`src/rtl/ram256_arbiter_if.sv`:
```
// Request, response and RAM-pin bundle for ram256_arbiter.
// slave is the arbiter side; master is the cache/SPI/RAM side.
interface ram256_arbiter_if #(
    parameter int WSIZE = 2
);
    logic                 rd_req;
    logic [7:0]           rd_addr;
    logic                 rd_gnt;
    logic                 rd_valid;
    logic [WSIZE*8-1:0]   rd_data;
    logic                 wr_req;
    logic [7:0]           wr_addr;
    logic [WSIZE*8-1:0]   wr_data;
    logic [WSIZE-1:0]     wr_be;
    logic                 wr_gnt;
    logic                 ram_en;
    logic [WSIZE-1:0]     ram_we;
    logic [7:0]           ram_addr;
    logic [WSIZE*8-1:0]   ram_din;
    logic [WSIZE*8-1:0]   ram_dout;

    modport slave (
        input  rd_req, rd_addr, wr_req, wr_addr, wr_data, wr_be, ram_dout,
        output rd_gnt, rd_valid, rd_data, wr_gnt, ram_en, ram_we, ram_addr, ram_din
    );

    modport master (
        output rd_req, rd_addr, wr_req, wr_addr, wr_data, wr_be, ram_dout,
        input  rd_gnt, rd_valid, rd_data, wr_gnt, ram_en, ram_we, ram_addr, ram_din
    );
endinterface

```
`src/rtl/ram256_arbiter.sv`:
```
// Shares the single-port 256-entry cache data RAM between CPU reads and SPI line-fill writes.
// Define RAM_ARB_RR_EN for round-robin contention; default is write-first with starvation override.
module ram256_arbiter #(
    parameter int WSIZE      = 2,
    parameter int STARVE_MAX = 4
) (
    input  logic               CLK,
    input  logic               RST,
    ram256_arbiter_if.slave    bus
);
    localparam int DW = WSIZE * 8;
    localparam logic [3:0] STARVE_LIM = 4'(STARVE_MAX);

    logic          rd_gnt_c;
    logic          wr_gnt_c;
    logic          rd_wins;
    logic          rd_valid_q;
    logic [DW-1:0] hold_q;
    logic [3:0]    starve_cnt;
`ifdef RAM_ARB_RR_EN
    logic          last_wr;
`endif

    always_comb begin
`ifdef RAM_ARB_RR_EN
        rd_wins = last_wr;
`else
        rd_wins = (starve_cnt == STARVE_LIM);
`endif
        rd_gnt_c = !RST && bus.rd_req && (!bus.wr_req || rd_wins);
        wr_gnt_c = !RST && bus.wr_req && !rd_gnt_c;
    end

    assign bus.rd_gnt   = rd_gnt_c;
    assign bus.wr_gnt   = wr_gnt_c;
    assign bus.ram_en   = rd_gnt_c || wr_gnt_c;
    assign bus.ram_we   = wr_gnt_c ? bus.wr_be : '0;
    assign bus.ram_addr = wr_gnt_c ? bus.wr_addr : (rd_gnt_c ? bus.rd_addr : 8'h00);
    assign bus.ram_din  = wr_gnt_c ? bus.wr_data : '0;

    // Reset in the cycle after a grant kills the in-flight read immediately.
    assign bus.rd_valid = rd_valid_q && !RST;
    assign bus.rd_data  = RST ? '0 : (rd_valid_q ? bus.ram_dout : hold_q);

    always_ff @(posedge CLK) begin
        if (RST) begin
            rd_valid_q <= 1'b0;
            hold_q     <= '0;
            starve_cnt <= 4'd0;
`ifdef RAM_ARB_RR_EN
            last_wr    <= 1'b1;
`endif
        end else begin
            rd_valid_q <= rd_gnt_c;
            if (rd_valid_q)
                hold_q <= bus.ram_dout;
            if (!bus.rd_req || rd_gnt_c)
                starve_cnt <= 4'd0;
            else if (starve_cnt != 4'hF)
                starve_cnt <= starve_cnt + 4'd1;
`ifdef RAM_ARB_RR_EN
            if (bus.rd_req && bus.wr_req)
                last_wr <= wr_gnt_c;
`endif
        end
    end
endmodule
```
`src/flat_wrapper.sv`:
```
// flat-port wrapper written by rule: the top's interface ports become plain ports
module ram256_arbiter_flat 
#(
    parameter int WSIZE      = 2,
    parameter int STARVE_MAX = 4
)
  (CLK, RST, bus_rd_req, bus_rd_addr, bus_wr_req, bus_wr_addr, bus_wr_data, bus_wr_be, bus_ram_dout, bus_rd_gnt, bus_rd_valid, bus_rd_data, bus_wr_gnt, bus_ram_en, bus_ram_we, bus_ram_addr, bus_ram_din);
  ram256_arbiter_if #(.WSIZE(WSIZE)) bus_i ();
  input  logic CLK;
  input  logic RST;
  input wire logic [$bits(bus_i.rd_req)-1:0] bus_rd_req;
  input wire logic [$bits(bus_i.rd_addr)-1:0] bus_rd_addr;
  input wire logic [$bits(bus_i.wr_req)-1:0] bus_wr_req;
  input wire logic [$bits(bus_i.wr_addr)-1:0] bus_wr_addr;
  input wire logic [$bits(bus_i.wr_data)-1:0] bus_wr_data;
  input wire logic [$bits(bus_i.wr_be)-1:0] bus_wr_be;
  input wire logic [$bits(bus_i.ram_dout)-1:0] bus_ram_dout;
  output wire logic [$bits(bus_i.rd_gnt)-1:0] bus_rd_gnt;
  output wire logic [$bits(bus_i.rd_valid)-1:0] bus_rd_valid;
  output wire logic [$bits(bus_i.rd_data)-1:0] bus_rd_data;
  output wire logic [$bits(bus_i.wr_gnt)-1:0] bus_wr_gnt;
  output wire logic [$bits(bus_i.ram_en)-1:0] bus_ram_en;
  output wire logic [$bits(bus_i.ram_we)-1:0] bus_ram_we;
  output wire logic [$bits(bus_i.ram_addr)-1:0] bus_ram_addr;
  output wire logic [$bits(bus_i.ram_din)-1:0] bus_ram_din;
  assign bus_i.rd_req = bus_rd_req;
  assign bus_i.rd_addr = bus_rd_addr;
  assign bus_i.wr_req = bus_wr_req;
  assign bus_i.wr_addr = bus_wr_addr;
  assign bus_i.wr_data = bus_wr_data;
  assign bus_i.wr_be = bus_wr_be;
  assign bus_i.ram_dout = bus_ram_dout;
  assign bus_rd_gnt = bus_i.rd_gnt;
  assign bus_rd_valid = bus_i.rd_valid;
  assign bus_rd_data = bus_i.rd_data;
  assign bus_wr_gnt = bus_i.wr_gnt;
  assign bus_ram_en = bus_i.ram_en;
  assign bus_ram_we = bus_i.ram_we;
  assign bus_ram_addr = bus_i.ram_addr;
  assign bus_ram_din = bus_i.ram_din;
  ram256_arbiter #(.WSIZE(WSIZE), .STARVE_MAX(STARVE_MAX)) u_core (.CLK(CLK), .RST(RST), .bus(bus_i));
endmodule
```
`config.mk`:
```
export PLATFORM = sky130hd
export DESIGN_NAME = ram256_arbiter_flat
export DESIGN_NICKNAME = d
export VERILOG_FILES = /design/src/rtl/ram256_arbiter_if.sv /design/src/rtl/ram256_arbiter.sv /design/src/flat_wrapper.sv
export SDC_FILE = /design/constraint.sdc
export NUM_CORES = 1
export LEC_CHECK = 0
export ABC_AREA = 1
export CAP_MARGIN = 20
export CORE_UTILIZATION = 34
export CTS_CLUSTER_DIAMETER = 80
export CTS_CLUSTER_SIZE = 16
export DETAILED_ROUTE_END_ITERATION = 16
export PLACE_DENSITY = 0.86
export SLEW_MARGIN = 20
export SYNTH_ARGS = -nofsm -noshare
export SYNTH_HDL_FRONTEND = slang
export SYNTH_SLANG_ARGS = --single-unit
```
`constraint.sdc`:
```
create_clock -name CLK -period 4.1 [get_ports CLK]
set_input_delay 0.615 -clock CLK [delete_from_list [all_inputs] [get_ports CLK]]
set_output_delay 0.615 -clock CLK [all_outputs]
set_load 0.05 [all_outputs]
```
==> impl_metrics.ini, run 1 <==
[power_and_ir_drop]
p_sw_frac = 0.345
p_seq_frac = 0.421
peakVddDrop_mv = 0.171
power_frac_clock = 0.192
internal-power_mw = 0.333
powerDensity_nw_per_um2 = 234
leakage_nw = 0.934
comb_power_share = 0.387
p_switching_mw = 0.175

[synth]
synth_top_cell_by_area = dfxtp_1
syn-num-nets = 230
ys.flop_type = dfxtp_1
synth_cells = 174
synth_area_per_cell_um2 = 6.58
synth.yosys.seq_area_share = 0.367
synth_cell_types = 19
synthTopCellsByCount = nand2_1, inv_1, a21oi_1, dfxtp_1, nor2_1
synth-edff-count = 0
synth-seq-cells = 21
yosys-top-cells-area = dfxtp_1, nand2_1, a21oi_1, inv_1, nand3_1
synth.most_common_cell = nand2_1
ys_async_sr_fraction = 0
yosysTopAreaCellShare = 0.367
synthesis.area_um2 = 1140
ys_warn_count = 0

[sta]
fin_crit_sh = 0.787
tightest_slew_ns = 0.581
layout_min_cycle_time_ns = 3.23
max_slew_margin = 0.612
tns_ns = 0
fmax_mhz = 310
setup_violations = 0
rsz0062_at_grt = false
finalHoldViolations = 0
setup_ws_ns = 0.872
timing.hold.ws_ns = 0.472
fin_skew_ns = 0.00473
slew_violations = 0

[critical_path]
r2r_start = u_core.rd_valid_q$_SDFF_PP0_
slowest_stage = clkdlybuf4s50_1
reg2reg_depth = 3
cp-end-kind = output pin
crit_path_max_incr_delay_ns = 0.71
crit_fanout = 19
crit_arrival_ns = 2.61
path_class = input port to output pin
cp_common_cell = clkdlybuf4s50_1
start_kind = input port
reg2reg_setup_slack_ns = 2.43
cp_cell_sequence = clkdlybuf4s50_1, inv_1, nor2_2, nand2_4, nand2_8, nor2_1, clkdlybuf4s50_1
r2r_end = u_core.hold_q[3]$_DFF_P_
required_ns = 3.48

[global_routing]
overflow = 0
grt_max_degree = 20
grt_antenna_before_repair = 0
grt_first_pass_wirelength_um = 5330
track_usage = 0.195
grt_pass1_vias = 1269

[clock_network]
h-tree-depth = 1
ctsResizeCount = 0
cts_made_buffers = 3
root_buffer = clkbuf_4
insertion_delay_ns = 0.30
clk_pin_slew_worst_paths_ns = 0.11
clockBufferDepth = 2
cts.sinks = 21
cts_setup_buffers = 0
cts_hold_buf = 0
cts_tree = built

[hold_path]
min_from = u_core.hold_q[5]$_DFF_P_
whs_path_depth = 2
worstHoldPathType = flop to flop
hold-path-endpoint = u_core.hold_q[5]$_DFF_P_

[layout]
antennaDiodeCount = 0
fin_util = 0.694
instances_no_fill = 315
final_nets = 328
drive_above_1_share = 0.0406
fill_cells = 272
area_growth_pct = 89.7

[drt]
drt-total-wl_um = 3650
drtAntennaViolNets = 0
viasPerCell = 4.53
first_pass_iters = 4
vias = 1426
drt-wirelength-per-cell_um = 11.6
drtIter0Drc = 58
drc_errors = 0

[floorplanning]
initial_core_util = 0.366
core_area_um2 = 3130
die_x_um = 60.0
io_pins = 100
rows = 20
die-area_um2 = 3600
die_y_um = 60.0

[flow_run]
maxCapViolations = 0

[outcome]
status = finished, final reports clean

[placed_design]
gp_congestion = 0.770
dp_hpwl_um = 2970
placed_cells = 311
port_buffers = 99
dp_slack_ns = 0.867
[cell usage in the layout (no fill, tap or decap), drive strengths merged]
cell            n
a21oi          21
buf             1
clkbuf          3
clkdlybuf4s50  99
clkinv          2
dfxtp          21
ha              2
inv            28
nand2          49
nand3          21
nand4           1
nor2           23
[sequential cells by signal, summed over array words and instances, names as in the netlist]
signal	count
u_core.hold_q	16
u_core.starve_cnt	4
u_core.rd_valid_q	1
[through the flow]
step	total power [mW]	cell area, um2
after floorplan	0.324	1140
after global placement	0.413	2140
after detailed placement	0.415	2140
after CTS	0.512	2170
after global routing	0.534	2170
final	0.508	2170
[power by group through the flow]
stage	Sequential [mW]	Combinational [mW]	Clock, mW
after global placement	0.218	0.195	0
after floorplan	0.216	0.108	0
after CTS	0.214	0.198	0.101
final	0.214	0.197	0.0978
after global routing	0.215	0.207	0.112
after detailed placement	0.218	0.197	0
[final cells by class]
cell class                      count  area, um2  share of cell area
Sequential cell                    21        420               0.194
Clock inverter                      1       5.00             0.00230
Timing Repair Buffer              100        998               0.460
Multi-Input combinational cell    117        562               0.259
Tap cell                           44       55.1              0.0253
Clock buffer                        3       22.5              0.0104
Inverter                           29        109              0.0501
[cells by family after synthesis]
| logic type | synth area share |
|---|---|
| AO/OA/AOI/OAI | 0.0918 |
| AND/OR/NAND/NOR | 0.377 |
| adder cells (fa/ha/maj) | 0.0219 |
| buffers and inverters | 0.142 |
| flip-flops | 0.367 |
[layer usage]
| metal | vias up | wire length, um | GRT usage | part of all wire |
|---|---|---|---|---|
| met5 | - | 0 | 0 | 0 |
| met4 | 0 | 47 | 0.0598 | 0.013 |
| met3 | 4 | 157 | 0.0411 | 0.043 |
| met2 | 36 | 2020 | 0.384 | 0.55 |
| met1 | 656 | 1430 | 0.202 | 0.39 |
| li1 | 730 | - | - | - |
[worst max path at each step]
stage                                             from              end  slack [ns]  cells past startpoint
after floorplan                                    RST  bus_ram_din[10]        1.67                      5
after global placement                      bus_rd_req   bus_ram_din[3]        0.92                      7
after detailed placement                    bus_rd_req   bus_ram_din[8]        0.87                      7
after CTS                                   bus_rd_req   bus_ram_din[8]        0.87                      7
after global routing      u_core.rd_valid_q$_SDFF_PP0_     bus_rd_valid        0.72                      3
final                                       bus_rd_req   bus_ram_din[8]        0.87                      7
[worst max-delay path, delay by kind of cell]
| family | cells | cell delay [ns] |
|---|---|---|
| buf+inv | 3 | 1.21 |
| simple gates | 4 | 0.78 |
Note: power is estimated with default switching activity, not from simulation.
==> run 2: changes to the inputs <==
Settings changed: CORE_UTILIZATION 34 to 28, PLACE_DENSITY 0.86 to 0.76.
Clock period 4.1 ns to 2.7 ns, I/O delays scaled along.
==> impl_metrics.ini, run 2 (synthesized netlist as in run 1, its figures left out) <==
[floorplanning]
core_area_um2 = 3800
die_y_um = 65.9
die-area_um2 = 4350
die_x_um = 65.9
io_pins = 100
rows = 22
initial_core_util = 0.301

[hold_path]
hold-path-endpoint = u_core.hold_q[5]$_DFF_P_
whs_path_depth = 2
min_from = u_core.hold_q[5]$_DFF_P_
worstHoldPathType = flop to flop

[drt]
viasPerCell = 4.34
drt-total-wl_um = 3940
drt-wirelength-per-cell_um = 12.2
vias = 1397
drc_errors = 0
drtIter0Drc = 39
first_pass_iters = 4
drtAntennaViolNets = 0

[global_routing]
overflow = 0
grt_max_degree = 20
track_usage = 0.179
grt_antenna_before_repair = 0
grt_first_pass_wirelength_um = 5970
grt_pass1_vias = 1329

[sta]
rsz0062_at_grt = false
tns_ns = 0
setup_violations = 0
fmax_mhz = 436
finalHoldViolations = 0
fin_skew_ns = 0.000580
fin_crit_sh = 0.849
tightest_slew_ns = 0.464
timing.hold.ws_ns = 0.508
slew_violations = 0
layout_min_cycle_time_ns = 2.29
max_slew_margin = 0.689

[outcome]
status = finished, final reports clean

[layout]
drive_above_1_share = 0.219
max_flop_register = u_core.hold_q
largest_reg_flops = 16
antennaDiodeCount = 0
final_nets = 331
area_growth_pct = 133
layout_commonest_cell = clkdlybuf4s50_1
final_cell_mix = clkdlybuf4s50_1, nand2_1, buf_12
top_regs = u_core.hold_q (16), u_core.starve_cnt (4), u_core.rd_valid_q (1)

[power_and_ir_drop]
leakage_nw = 1.18
peakVddDrop_mv = 0.211
powerDensity_nw_per_um2 = 337

[placed_design]
dp_hpwl_um = 3290
gp_congestion = 0.787
port_buffers = 99

[clock_network]
cts_made_buffers = 3
cts_setup_buffers = 0
clockBufferDepth = 2
h-tree-depth = 1
insertion_delay_ns = 0.26
cts_tree = built
ctsResizeCount = 0
clk_pin_slew_worst_paths_ns = 0.07
cts.sinks = 21
cts_hold_buf = 0
root_buffer = clkbuf_8

[critical_path]
cp-end-kind = output pin
path_class = input port to output pin
crit_fanout = 19
crit_arrival_ns = 1.89
reg2reg_depth = 6
required_ns = 2.30
start_kind = input port
r2r_end = u_core.rd_valid_q$_SDFF_PP0_
reg2reg_setup_slack_ns = 1.44
r2r_start = u_core.starve_cnt[0]$_SDFFE_PP0P_

[flow_run]
maxCapViolations = 0
==> run 2: changes by cell type in the layout (fill, tap and decap cells not counted) <==
cell and delta:
buf_4 +4, clkbuf_4 -3, buf_12 +45, clkdlybuf4s50_1 -46, clkbuf_8 +3
==> run 2: metal layers <==
metal,vias up,track usage,part of all wire
met2,38,0.343,0.57
met4,0,0.0346,0.012
met5,-,0,0
met3,5,0.0414,0.047
met1,622,0.197,0.37
li1,732,-,-
==> run 2: how the worst max path moves through the flow <==
| stage | start | endpoint | slack, ns | cells past startpoint |
|---|---|---|---|---|
| global placement | RST | bus_ram_din[12] | 0.46 | 6 |
| CTS | RST | bus_ram_din[15] | 0.40 | 6 |
| detailed placement | RST | bus_ram_din[15] | 0.40 | 6 |
| floorplan | u_core.starve_cnt[0]$_SDFFE_PP0P_ | bus_ram_din[10] | 0.52 | 8 |
| global route | u_core.starve_cnt[0]$_SDFFE_PP0P_ | bus_ram_din[11] | 0.27 | 8 |
| finish | RST | bus_ram_din[15] | 0.41 | 6 |
==> run 2: final cells by class <==
class | count | area (um2)
Inverter | 29 | 109
Multi-Input combinational cell | 117 | 562
Fill cell | 301 | 1130
Sequential cell | 21 | 420
Clock inverter | 1 | 5.00
Tap cell | 48 | 60.1
Timing Repair Buffer | 103 | 1470
Clock buffer | 3 | 41.3
==> run 2: where the power goes <==
group | leakage [nW] | switching, mW | internal [mW]
clock network | 0.0255 | 0.0948 | 0.103
logic | 0.982 | 0.187 | 0.191
registers | 0.171 | 0.00341 | 0.319
==> run 2: worst max-delay path, stage by stage <==
cell	delay, ns
clkdlybuf4s50_1	0.55
nor2_2	0.35
nand2_4	0.17
nand2_8	0.16
nor2_1	0.09
buf_12	0.15
==> run 2: metrics by stage <==
step | utilization | cell area (um2) | instances | setup WS, ns | power, mW
after floorplan | - | 1140 | 174 | 0.522 | 0.492
after global placement | 0.690 | 2620 | 318 | 0.462 | 0.705
after detailed placement | 0.690 | 2620 | 318 | 0.400 | 0.709
after CTS | 0.702 | 2670 | 322 | 0.404 | 0.908
after global routing | 0.702 | 2670 | 322 | 0.271 | 0.941
final | 0.702 | 2670 | 322 | 0.408 | 0.898
==> run 3: changes to the inputs <==
Clock period 2.7 ns to 1.9 ns, I/O delays scaled along.
==> impl_metrics.ini, run 3 (synthesized netlist as in run 1, its figures left out) <==
[global_routing]
track_usage = 0.193
grt_antenna_before_repair = 0
grt_max_degree = 19
grt_first_pass_wirelength_um = 6480
overflow = 0
grt_pass1_vias = 1438

[critical_path]
cp_cell_sequence = inv_1, ha_4, nand3_4, nand2_4, nand2_8, nand2_8, inv_1, buf_4
crit_path_max_incr_delay_ns = 0.33
crit_fanout = 9
crit_arrival_ns = 1.54
path_class = flop to output pin
slowest_stage = dfxtp_2
required_ns = 1.62
start_kind = flop
crit_buf_inv = 3
cp-end-kind = output pin
crit_family = simple AND/OR/NAND/NOR gates

[drt]
drtIter0Drc = 40
first_pass_iters = 4
drtAntennaViolNets = 0
vias = 1495
drt-total-wl_um = 4350
drt-wirelength-per-cell_um = 13.2
drc_errors = 0
viasPerCell = 4.53

[floorplanning]
die-area_um2 = 4350
core_area_um2 = 3800
rows = 22
io_pins = 100
die_y_um = 65.9
initial_core_util = 0.301
die_x_um = 65.9

[power_and_ir_drop]
p_switching_mw = 0.442
peakVddDrop_mv = 0.466
comb_power_share = 0.448
powerDensity_nw_per_um2 = 452
internal-power_mw = 0.893
finalPower_mw = 1.34
power_frac_clock = 0.209
p_seq_frac = 0.344
leakage_nw = 1.24
p_sw_frac = 0.331

[clock_network]
cts.sinks = 21
insertion_delay_ns = 0.25
cts_tree = built
root_buffer = clkbuf_8
cts_hold_buf = 0
clockBufferDepth = 2
clk_pin_slew_worst_paths_ns = 0.07
h-tree-depth = 1
cts_made_buffers = 3

[placed_design]
dp_slack_ns = 0.0265
port_buffers = 99
dp_hpwl_um = 3210
placed_cells = 322
gp_congestion = 0.802

[sta]
finalHoldViolations = 0
tns_ns = 0
setup_violations = 0
fmax_mhz = 549
fin_crit_sh = 0.959
layout_min_cycle_time_ns = 1.82
max_slew_margin = 0.770
setup_ws_ns = 0.0781
slew_violations = 0
tightest_slew_ns = 0.345
fin_skew_ns = 0.00473
timing.hold.ws_ns = 0.518

[hold_path]
worstHoldPathType = flop to flop

[layout]
antennaDiodeCount = 0
instances_no_fill = 330
drive_above_1_share = 0.351
top_regs = u_core.hold_q (16), u_core.starve_cnt (4), u_core.rd_valid_q (1)
largest_reg_flops = 16
area_growth_pct = 158
layout_commonest_cell = clkdlybuf4s50_1
max_flop_register = u_core.hold_q
final_cell_mix = clkdlybuf4s50_1, buf_12, nand2_1
final_nets = 339

[outcome]
status = finished, final reports clean

[flow_run]
maxCapViolations = 0
[run 3: changes by cell type in the layout (fill, tap and decap cells not counted), moves of 3 or more]
cell / delta
dfxtp_2: +3
buf_6: +4
nor2_4: +19
nand2_1: -4
nand2_2: +4
dfxtp_1: -3
nor2_1: -18
[run 3: area by class of cell]
type                       count  area [um2]
timing repair buffer         109        1530
fill                         247         846
multi-input combinational    119         782
sequential                    21         424
inverter                      29         110
tap                           48        60.1
clock buffer                   3        41.3
clock inverter                 1        5.00
[run 3: worst paths after layout]
kind,startpoint,to,slack (ns),cells after the start
setup reg to reg,u_core.starve_cnt[0]$_SDFFE_PP0P_,u_core.starve_cnt[2]$_SDFFE_PP0P_,0.79,6
hold reg to reg,u_core.hold_q[2]$_DFF_P_,u_core.hold_q[2]$_DFF_P_,0.52,2
hold / removal,u_core.hold_q[2]$_DFF_P_,u_core.hold_q[2]$_DFF_P_,0.52,2
setup / recovery,u_core.starve_cnt[1]$_SDFFE_PP0P_,bus_wr_gnt,0.08,8
[run 3: what timing repair did]
action | 4_1_cts | 5_1_grt
gates resized for setup | 43 | 18
setup buffers | 2 | 0
gates cloned | 2 | 0
setup endpoints to repair | 40 | 37
pin swaps | 3 | 5
[run 3: worst reg2reg max path, cell delays in order (launching register included)]
cell     delay (ns)
dfxtp_2        0.33
buf_4          0.14
ha_1           0.23
inv_1          0.10
a21oi_1        0.05
a21oi_1        0.11
nor2_1         0.05
[run 3: stage by stage]
step,utilization,area (um2)
after detailed placement,0.698,2650
after floorplan,-,1140
after global placement,0.698,2650
after global routing,0.777,2950
after CTS,0.757,2870
final,0.777,2950
[run 3: routing by layer]
layer	track usage	wire (um)	vias to the layer above
met2	0.360	2470	43
met3	0.0397	193	6
met4	0.0399	63	0
met1	0.224	1630	690
met5	0	0	-
li1	-	-	756
[run 3: power groups by stage]
stage	combinational (mW)	clock (mW)	sequential, mW
finish	0.598	0.279	0.459
CTS	0.583	0.286	0.459
floorplan	0.233	0	0.467
global placement	0.539	0	0.469
detailed placement	0.543	0	0.469
global route	0.625	0.315	0.460
==> edit: new RTL, config.mk and constraints of run 1 <==
Add a define of `RAM_ARB_RR_EN`.
--- a/src/rtl/ram256_arbiter.sv
+++ b/src/rtl/ram256_arbiter.sv
@@ -1,5 +1,7 @@
 // Shares the single-port 256-entry cache data RAM between CPU reads and SPI line-fill writes.
 // Define RAM_ARB_RR_EN for round-robin contention; default is write-first with starvation override.
+`define RAM_ARB_RR_EN
+
 module ram256_arbiter #(
     parameter int WSIZE      = 2,
     parameter int STARVE_MAX = 4
Formal check against the unedited RTL: not equivalent (Yosys sat finds a counterexample within 4 cycles, from zero or initial values and one cycle with RST high).
==> edit against run 1 <==
- design area shrank 7.3%
- clock skew rose by 0.0017 ns
- setup slack got worse by 0.17 ns
- routed wire length fell by 12%
- clock power rose by 12%
- maximum frequency decreased by 4.9%
- critical endpoint is now bus_ram_din[3]
- die area fell by 14%
- area after synthesis shrank 15%
- sequential cell count shrank 3
- register-to-register slack better by 0.07 ns
- global-route usage is 0.99 points higher
- total power increased by 6.9%
- synthesized cell count is 14% lower
==> edit: results <==
metrics = {
    "power_and_ir_drop": {
        "power_frac_seq": 0.353,
        "peakVddDrop_v": 0.000321,
        "p_sw_mw": 0.203,
        "power.share.clock": 0.202,
        "cellLeakagePower_nw": 0.920,
        "pg_seq_mw": 0.192,
    },
    "detailed_routing": {
        "drc": 0,
        "drtIter0Drc": 25,
        "viasPerCell": 4.41,
        "vias": 1227,
        "drtPass1Iterations": 4,
        "wl_um": 3200,
    },
    "global_route": {
        "grt_max_degree": 20,
        "antenna_found_initial": 0,
        "grt_usage": 0.205,
        "grt_pass1_wl_um": 5000,
        "grt_pass1_vias": 1065,
    },
    "placement": {
        "dp.cells": 274,
        "place_ws_ns": 0.695,
        "place_congestion": 0.847,
        "placed_cell_area_um2": 1980,
        "io_buffer_count": 99,
        "detailed_place_hpwl_um": 2490,
    },
    "min_path": {
        "hp-class": "flop to flop",
        "hold_path_depth": 2,
    },
    "setup_path": {
        "crit_family": "buffers and inverters",
        "worstPathArrival_ns": 2.78,
        "slowest_delay_ns": 0.82,
        "path_max_fanout": 19,
        "r2r_cells": 3,
        "cp_slowest_cell": "clkdlybuf4s50_1",
    },
    "logic_synthesis": {
        "synthArstFlopShare": 0,
        "ys.flop_type": "dfxtp_1",
        "syn_area_per_cell_um2": 6.57,
        "ys_types": 17,
        "synth-xor-area-share": 0,
        "yosysSeqAreaShare": 0.368,
        "synthAdderAreaFrac": 0,
        "yosysWarnings": 0,
        "synth_compound_area_frac": 0.0921,
        "synth_nets": 203,
        "synthMuxAreaShare": 0,
        "synthTopCellsByArea": "dfxtp_1, nor2_1, inv_1, nand3_1, o21ai_0",
        "synthTopCellsByCount": "nor2_1, inv_1, dfxtp_1, nand3_1, o21ai_0",
    },
    "finish": {
        "largest-register": "u_core.hold_q",
        "layout-drive-gt1-share": 0.0729,
        "final_nets": 302,
        "reg_top3": "u_core.hold_q x16, u_core.last_wr x1, u_core.rd_valid_q x1",
        "n_antenna_cell": 0,
    },
    "cts": {
        "cts_root_buffer": "clkbuf_4",
        "post_cts.repair.setup_buffers": 0,
        "clk_pin_slew_ns": 0.10,
        "ctsResizeCount": 0,
        "cts_buffer_depth": 2,
        "cts_max_level": 1,
    },
    "sta": {
        "skew_ns": 0.00639,
        "slew_headroom": 0.649,
    },
    "run_status": {
        "outcome": "finished clean",
    },
}
-- edit: per-layer routing --
metal,GRT usage,routed length [um]
met1,0.235,1330
met2,0.373,1640
met3,0.0581,203
met4,0.0500,23
met5,0,0
-- edit: kinds of logic after synthesis --
group	after synthesis
buffers and inverters	31
DFF	18
and+or+nand+nor	82
AOI/OAI and AO/OA	18
-- edit: area by class of cell --
class | instances | area, um2
inverter | 26 | 97.6
timing repair buffer | 99 | 991
fill | 214 | 721
sequential | 18 | 360
clock buffer | 4 | 36.3
tap | 31 | 38.8
multi-input combinational | 100 | 489
-- edit: path summary, 6_finish.rpt --
check | slack, ns | from | to
max reg2reg | 2.50 | u_core.rd_valid_q | u_core.hold_q[8]
min reg2reg | 0.50 | u_core.last_wr | u_core.last_wr
min | 0.50 | u_core.last_wr | u_core.last_wr
max | 0.71 | RST | bus_ram_din[3]
